### src/rtl/dc_difference_decoder.sv
// rtl/dc_difference_decoder.sv - DC difference decoder with output FIFO; optional clamping via DC_DEC_SAT_EN
module dc_difference_decoder #(
    parameter int DEPTH      = 4,
    parameter int ROW_BLOCKS = 80
) (
    input  logic        pclk,
    input  logic        rst_n,
    input  logic        i_pd,
    output logic        o_rdy,
    input  logic [12:0] diff0,
    input  logic [13:0] dS6,
    input  logic        i_DC5,
    output logic        o_dv,
    input  logic        i_rdy,
    output logic [11:0] DC1,
    output logic        o_last,
    output logic        o_ovf
);

    localparam int AW = (DEPTH > 1) ? $clog2(DEPTH) : 1;
    localparam int CW = AW + 1;
    localparam int BW = (ROW_BLOCKS > 1) ? $clog2(ROW_BLOCKS) : 1;
    localparam logic [CW-1:0] FULL_CNT = CW'(DEPTH);
    localparam logic [BW-1:0] BLK_LAST = BW'(ROW_BLOCKS - 1);

    typedef enum logic [1:0] {
        BUF_EMPTY,
        BUF_PARTIAL,
        BUF_FULL
    } buf_state_e;

    buf_state_e  state_q, state_d;
    logic [13:0] pred_q, pred_d;
    logic [BW-1:0] blk_q, blk_d;
    logic [AW-1:0] wr_ptr_q, wr_ptr_d;
    logic [AW-1:0] rd_ptr_q, rd_ptr_d;
    logic [CW-1:0] count_q, count_d;
    logic        ovf_q, ovf_d;
    logic [12:0] mem_q [DEPTH];
    logic [12:0] mem_d [DEPTH];

    logic [13:0] sum;
    logic        sum_neg;
    logic        sum_high;
    logic [11:0] dc_val;
    logic        push;
    logic        pop;
    logic        blk_is_last;

    // Handshakes come only from registered buffer state, so ready has no path from i_rdy.
    assign o_rdy  = rst_n & (state_q != BUF_FULL);
    assign o_dv   = (state_q != BUF_EMPTY);
    assign push   = i_pd & o_rdy;
    assign pop    = o_dv & i_rdy;
    assign DC1    = mem_q[rd_ptr_q][11:0];
    assign o_last = mem_q[rd_ptr_q][12];
    assign o_ovf  = ovf_q;
    assign blk_is_last = (blk_q == BLK_LAST);

    // Reconstruct the DC value from the difference and the predictor held before this edge.
    always_comb begin
        sum      = {diff0[12], diff0} + (pred_q >> 3);
        sum_neg  = sum[13];
        sum_high = ~sum[13] & sum[12];
`ifdef DC_DEC_SAT_EN
        if (sum_neg) begin
            dc_val = 12'd0;
        end else if (sum_high) begin
            dc_val = 12'hfff;
        end else begin
            dc_val = sum[11:0];
        end
`else
        dc_val = sum[11:0];
`endif
    end

    // Predictor load, block counter and sticky range flag.
    always_comb begin
        pred_d = pred_q;
        blk_d  = blk_q;
        ovf_d  = ovf_q;
        if (i_DC5) begin
            pred_d = dS6;
        end
        if (push) begin
            blk_d = blk_is_last ? '0 : blk_q + BW'(1);
            if (sum_neg || sum_high) begin
                ovf_d = 1'b1;
            end
        end
    end

    // FIFO storage write and pointer/occupancy bookkeeping.
    always_comb begin
        mem_d    = mem_q;
        wr_ptr_d = wr_ptr_q;
        rd_ptr_d = rd_ptr_q;
        count_d  = count_q;
        if (push) begin
            mem_d[wr_ptr_q] = {blk_is_last, dc_val};
            wr_ptr_d        = wr_ptr_q + AW'(1);
        end
        if (pop) begin
            rd_ptr_d = rd_ptr_q + AW'(1);
        end
        case ({push, pop})
            2'b10:   count_d = count_q + CW'(1);
            2'b01:   count_d = count_q - CW'(1);
            default: count_d = count_q;
        endcase
    end

    // Buffer occupancy state: EMPTY / PARTIAL / FULL.
    always_comb begin
        state_d = state_q;
        case (state_q)
            BUF_EMPTY: begin
                if (push) begin
                    state_d = BUF_PARTIAL;
                end
            end
            BUF_PARTIAL: begin
                if (push && !pop && (count_q == FULL_CNT - CW'(1))) begin
                    state_d = BUF_FULL;
                end else if (pop && !push && (count_q == CW'(1))) begin
                    state_d = BUF_EMPTY;
                end
            end
            BUF_FULL: begin
                if (pop) begin
                    state_d = BUF_PARTIAL;
                end
            end
            default: state_d = BUF_EMPTY;
        endcase
    end

    // State registers; reset discards FIFO contents, predictor, counter and flag.
    always_ff @(posedge pclk or negedge rst_n) begin
        if (!rst_n) begin
            state_q  <= BUF_EMPTY;
            pred_q   <= '0;
            blk_q    <= '0;
            wr_ptr_q <= '0;
            rd_ptr_q <= '0;
            count_q  <= '0;
            ovf_q    <= 1'b0;
            for (int i = 0; i < DEPTH; i++) begin
                mem_q[i] <= '0;
            end
        end else begin
            state_q  <= state_d;
            pred_q   <= pred_d;
            blk_q    <= blk_d;
            wr_ptr_q <= wr_ptr_d;
            rd_ptr_q <= rd_ptr_d;
            count_q  <= count_d;
            ovf_q    <= ovf_d;
            mem_q    <= mem_d;
        end
    end

endmodule

### config.mk
export PLATFORM = sky130hd
export DESIGN_NAME = dc_difference_decoder
export DESIGN_NICKNAME = d
export VERILOG_FILES = /design/src/rtl/dc_difference_decoder.sv
export SDC_FILE = /design/constraint.sdc
export NUM_CORES = 1
export LEC_CHECK = 0
export CAP_MARGIN = 40
export CORE_ASPECT_RATIO = 1.1
export CORE_MARGIN = 2
export CORE_UTILIZATION = 52
export DETAILED_ROUTE_END_ITERATION = 12
export GPL_ROUTABILITY_DRIVEN = 0
export PLACE_DENSITY = 0.74
export SYNTH_ARGS = -nofsm -noshare
export SYNTH_HDL_FRONTEND = slang
export SYNTH_SLANG_ARGS = --single-unit
### constraint.sdc
create_clock -name pclk -period 4.9 [get_ports pclk]
set_input_delay 1.225 -clock pclk [delete_from_list [all_inputs] [get_ports pclk]]
set_output_delay 1.225 -clock pclk [all_outputs]
set_load 0.02 [all_outputs]
# After elaboration in Yosys (flattened, before gate mapping)
# Index checks and enable logic that the tools add are counted.
# op_classes
eq_ne	11
muxes	13
reduce_logical	13
add_sub_neg	6
magnitude_cmp	3
n_bitwise	7
# op_table
op	count
52-bit bitwise mux	1
13-bit 2-to-1 mux	3
13-bit binary-select mux with 2-bit select	1
13-bit demux with 2-bit select	1
13-bit by 12-bit adder with 14-bit output	1
2-bit 2-to-1 mux	4
7-bit by 1-bit adder with 7-bit output (second input constant)	1
7-bit equality test (second input constant)	1
7-bit 2-to-1 mux	1
3-bit greater-or-equal comparator (second input constant)	2
2-bit != test (second input constant)	3
2-bit NOT with 3-bit output	2
2-bit case mux with 3 select lines	1
3-bit case mux with 2 select lines	1
1-bit logical AND	5
2-bit by 1-bit adder with 2-bit output (second input constant)	2
1-bit bitwise AND	4
2-bit by 1-bit equality test with 1-bit output (second input constant)	2
2-bit equality test (second input constant)	2
2-bit nonzero test	2
3-bit by 1-bit adder with 3-bit output (second input constant)	1
3-bit by 1-bit equality test with 1-bit output (second input constant)	1
3-bit by 2-bit equality test with 1-bit output (second input constant)	1
3-bit by 1-bit < comparator with 1-bit output (second input constant)	1
8 further kinds	9
# word_totals
out_inout_bits	16
register_bits	83
in_bits	32

# Logic depth before layout (Yosys ltp)
# logic_depth
depth_word	9
depth_mapped	9

# Worst setup path after synthesis
# No wires, ideal clock.
# synth_timing
kind	input-to-reg
from	input port diff0[0]
to	register mem_q[21] in the netlist's numbering
path_buffers	0
cell_stages	8
required_time_ns	4.831
arrival_ns	2.936
setup_slack_ns	1.895
path_cell_list	ha_1 -> inv_1 -> fa_1 -> nor2b_4 -> o31a_4 -> o31a_4 -> or4_1 -> nand3_1
# synth_via
elab_chain_cells	2
# synth_lines
element	line	text
start, declared	10	input logic [12:0] diff0,
13-bit by 12-bit adder with 14-bit output	62	sum = {diff0[12], diff0} + (pred_q >> 3);
52-bit bitwise mux	101	mem_d[wr_ptr_q] = {blk_is_last, dc_val};
end signal, assigned	160	mem_q <= mem_d;
end, declared	39	logic [12:0] mem_q [DEPTH];
# Every way passes these cells.
# A chain may end at the register's enable or synchronous reset.

# Final worst setup path
# layout_timing
from	input port rst_n
to	output port o_rdy
# layout_via
elab_chain_cells	1
# layout_lines
element	line	text
start, declared	7	input logic rst_n,
1-bit bitwise AND	51	assign o_rdy = rst_n & (state_q != BUF_FULL);
end, declared	9	output logic o_rdy,
# Every way passes these cells.

==> results.md <==
- Final Non-Filler Cells: 567
- Drt wl/cell: 16.2 um
- R2r setup slk: 2580 ps
- Top cells by area, synth: dfrtp_1, mux2_2, mux4_2
- Post-synth EDFFs: 0
- Cells after DPL: 551
- WL final: 9170 um
- Post-Syn Nets: 468
- LEAKAGE: 2.26 nW
- Final setup margin: 1450 ps
- Synthesized cell area: 4500 um^2
- VDD IR max: 0.212 mV
- Clk sinks: 80
- Initial core utilization: 0.536
- Pwr Total: 2.87 mW
- Ys Warns: 0
- Multi-input gate area in the final layout: 2320 um^2
- Synthesized instance count: 413
- # resized after CTS: 0
- Worst EP arrival: 2230 ps
- Final setup viols: 0
- Final Critical Period: 3450 ps
- Critical Path Fanout Max: 20
- Max clock buf depth: 2
- Setup TNS: 0 ps
- Drt via density: 5.78
- # DRC: 0
- CTS tree: done
- DRT antenna net count: 0
- Clk_lat worst skew: 360 ps
- Vias: 3280
- Flop and latch count out of synthesis: 80
- Final instance area: 5230 um^2
- Layout fillers: 712
- Grt ovf: 0
- Slew Limit Headroom: 0.459
- Width of the die: 92.7 um
- Initial antenna violation count: 0
- First-pass GRT wire length: 15200 um
- Worst EP required: 3670 ps
- IO Port Bufs: 44
- Root Driver: clkbuf_8
- DR iter-0 viols: 203
- Worst Setup End Kind: output port
- Clk_skew: 12.3 ps
- Drt pass-1 iters: 4
- Final Util: 0.622
- Worst-path clk slew: 90 ps
- Post-CTS Setup Bufs: 0
- Worst-Margin Slew: 811 ps
- Worst hold slack: 487 ps
- Tcrit/Tclk final: 0.704
- Core footprint: 8410 um^2
- Antenna Cells: 0
- Critical path class: in -> out
- Yosys top cell by area: dfrtp_1
- Post-synth top area share: 0.445
- Dpl cell area: 5010 um^2
- Global Route Usage Sum: 0.208
- Status: finished, final reports clean
- FF/Latch Area: 2000 um^2
- Power Dens Cells: 550 nW/um^2
- RSZ-0062 raised after global routing: no
- Io pins: 48
- FP Rows: 35
- Primary FF master, synth: dfrtp_1
- Nets: 506
- Mapped Avg Cell Area: 10.9 um^2
- Share of layout cells above drive strength 1: 0.171
- Vias in the first global route: 3200
- Setup crit start kind: primary input
- F_max: 290 MHz
- Post-cts hold buffer count: 0
- Largest net degree at the start of global routing: 65
- Hold Crit Class: reg -> reg
- Final hold violations: 0
- Post-Place Worst Slack: 1280 ps
- Sequential area share after synthesis: 0.445
- Netlist cell types: 54
- Most common cell in the synthesized netlist: dfrtp_1
- Die ar.: 9420 um^2
- H-Tree Depth: 3
- Most frequent cells after synthesis: dfrtp_1, nand2_1, mux2_2, o21ai_0, ha_1
- Final Max Tran Viols: 0
- Total CTS buffers: 9
- Dpl hpwl: 6590 um
- Async SR Flop Fraction: 1.00
- Area grow syn2layout: 16.1%
- Maxcap violations: 0
- Vert. Die Dim: 102 um
sequential cells by signal (all words and copies together) (netlist names):
name and cells:
o_ovf 1, mem_q 52, state_q 2, rd_ptr_q 2, count_q 3, pred_q 11, wr_ptr_q 2, blk_q 7
cell type report:
class | instances | share of cell area
clock inverters | 7 | 0.0170
flip-flops and latches | 80 | 0.383
repair buffers | 50 | 0.0962
multi-input cells | 297 | 0.444
clock buffers | 9 | 0.0237
inverters | 13 | 0.00933
well taps | 111 | 0.0266
worst paths after layout:
path | from | to | depth (start not counted)
max in group asynchronous | rst_n | mem_q[21] | 2
worst max register to register | pred_q[3] | o_ovf | 8
worst max-delay path | rst_n | o_rdy | 3
min in group asynchronous | rst_n | blk_q[3] | 1
worst min-delay path | mem_q[51] | mem_q[51] | 2
worst min register to register | mem_q[51] | mem_q[51] | 2
cell usage in the layout (no fill, tap or decap), drive strengths merged, types with 5 or more instances in the layout:
master	instances
dfrtp	80
clkdlybuf4s50	43
nand2	38
mux2	34
o21ai	33
ha	22
nor2	21
a21oi	15
inv	15
nand3	14
nor3	14
mux4	13
xnor2	9
clkbuf	9
o21a	7
buf	7
mux2i	6
o22ai	6
nand4	6
or4	5
nor2b	5
per-layer routing:
metal / vias to the layer above / share of wire / track usage / wire length [um]
li1: 1583 / - / - / -
met1: 1622 / 0.47 / 0.277 / 4300
met2: 64 / 0.49 / 0.352 / 4530
met3: 11 / 0.026 / 0.0283 / 235
met4: 0 / 0.012 / 0.0781 / 114
met5: - / 0 / 0 / 0
worst max-delay path, cell delays in order:
cell and delay (ps):
buf_4 240, and2_1 160, clkdlybuf4s50_1 590
power breakdown:
part | switching [mW] | internal, mW
logic | 0.579 | 0.687
registers | 0.179 | 0.917
clock network | 0.267 | 0.245
total | 1.02 | 1.85
kinds of logic (layout without fill, tap and decap cells):
logic type,count (synthesis),after routing,share of synthesized area
xor gates and xnor gates,12,12,0.0233
and+or+nand+nor,121,121,0.134
AOI/OAI and AO/OA,88,88,0.129
DFF,80,80,0.445
muxes,53,53,0.163
buffers and inverters,36,79,0.0397
adders and majority gates,23,23,0.0656
No activity file was read; power rests on OpenSTA's default activity.
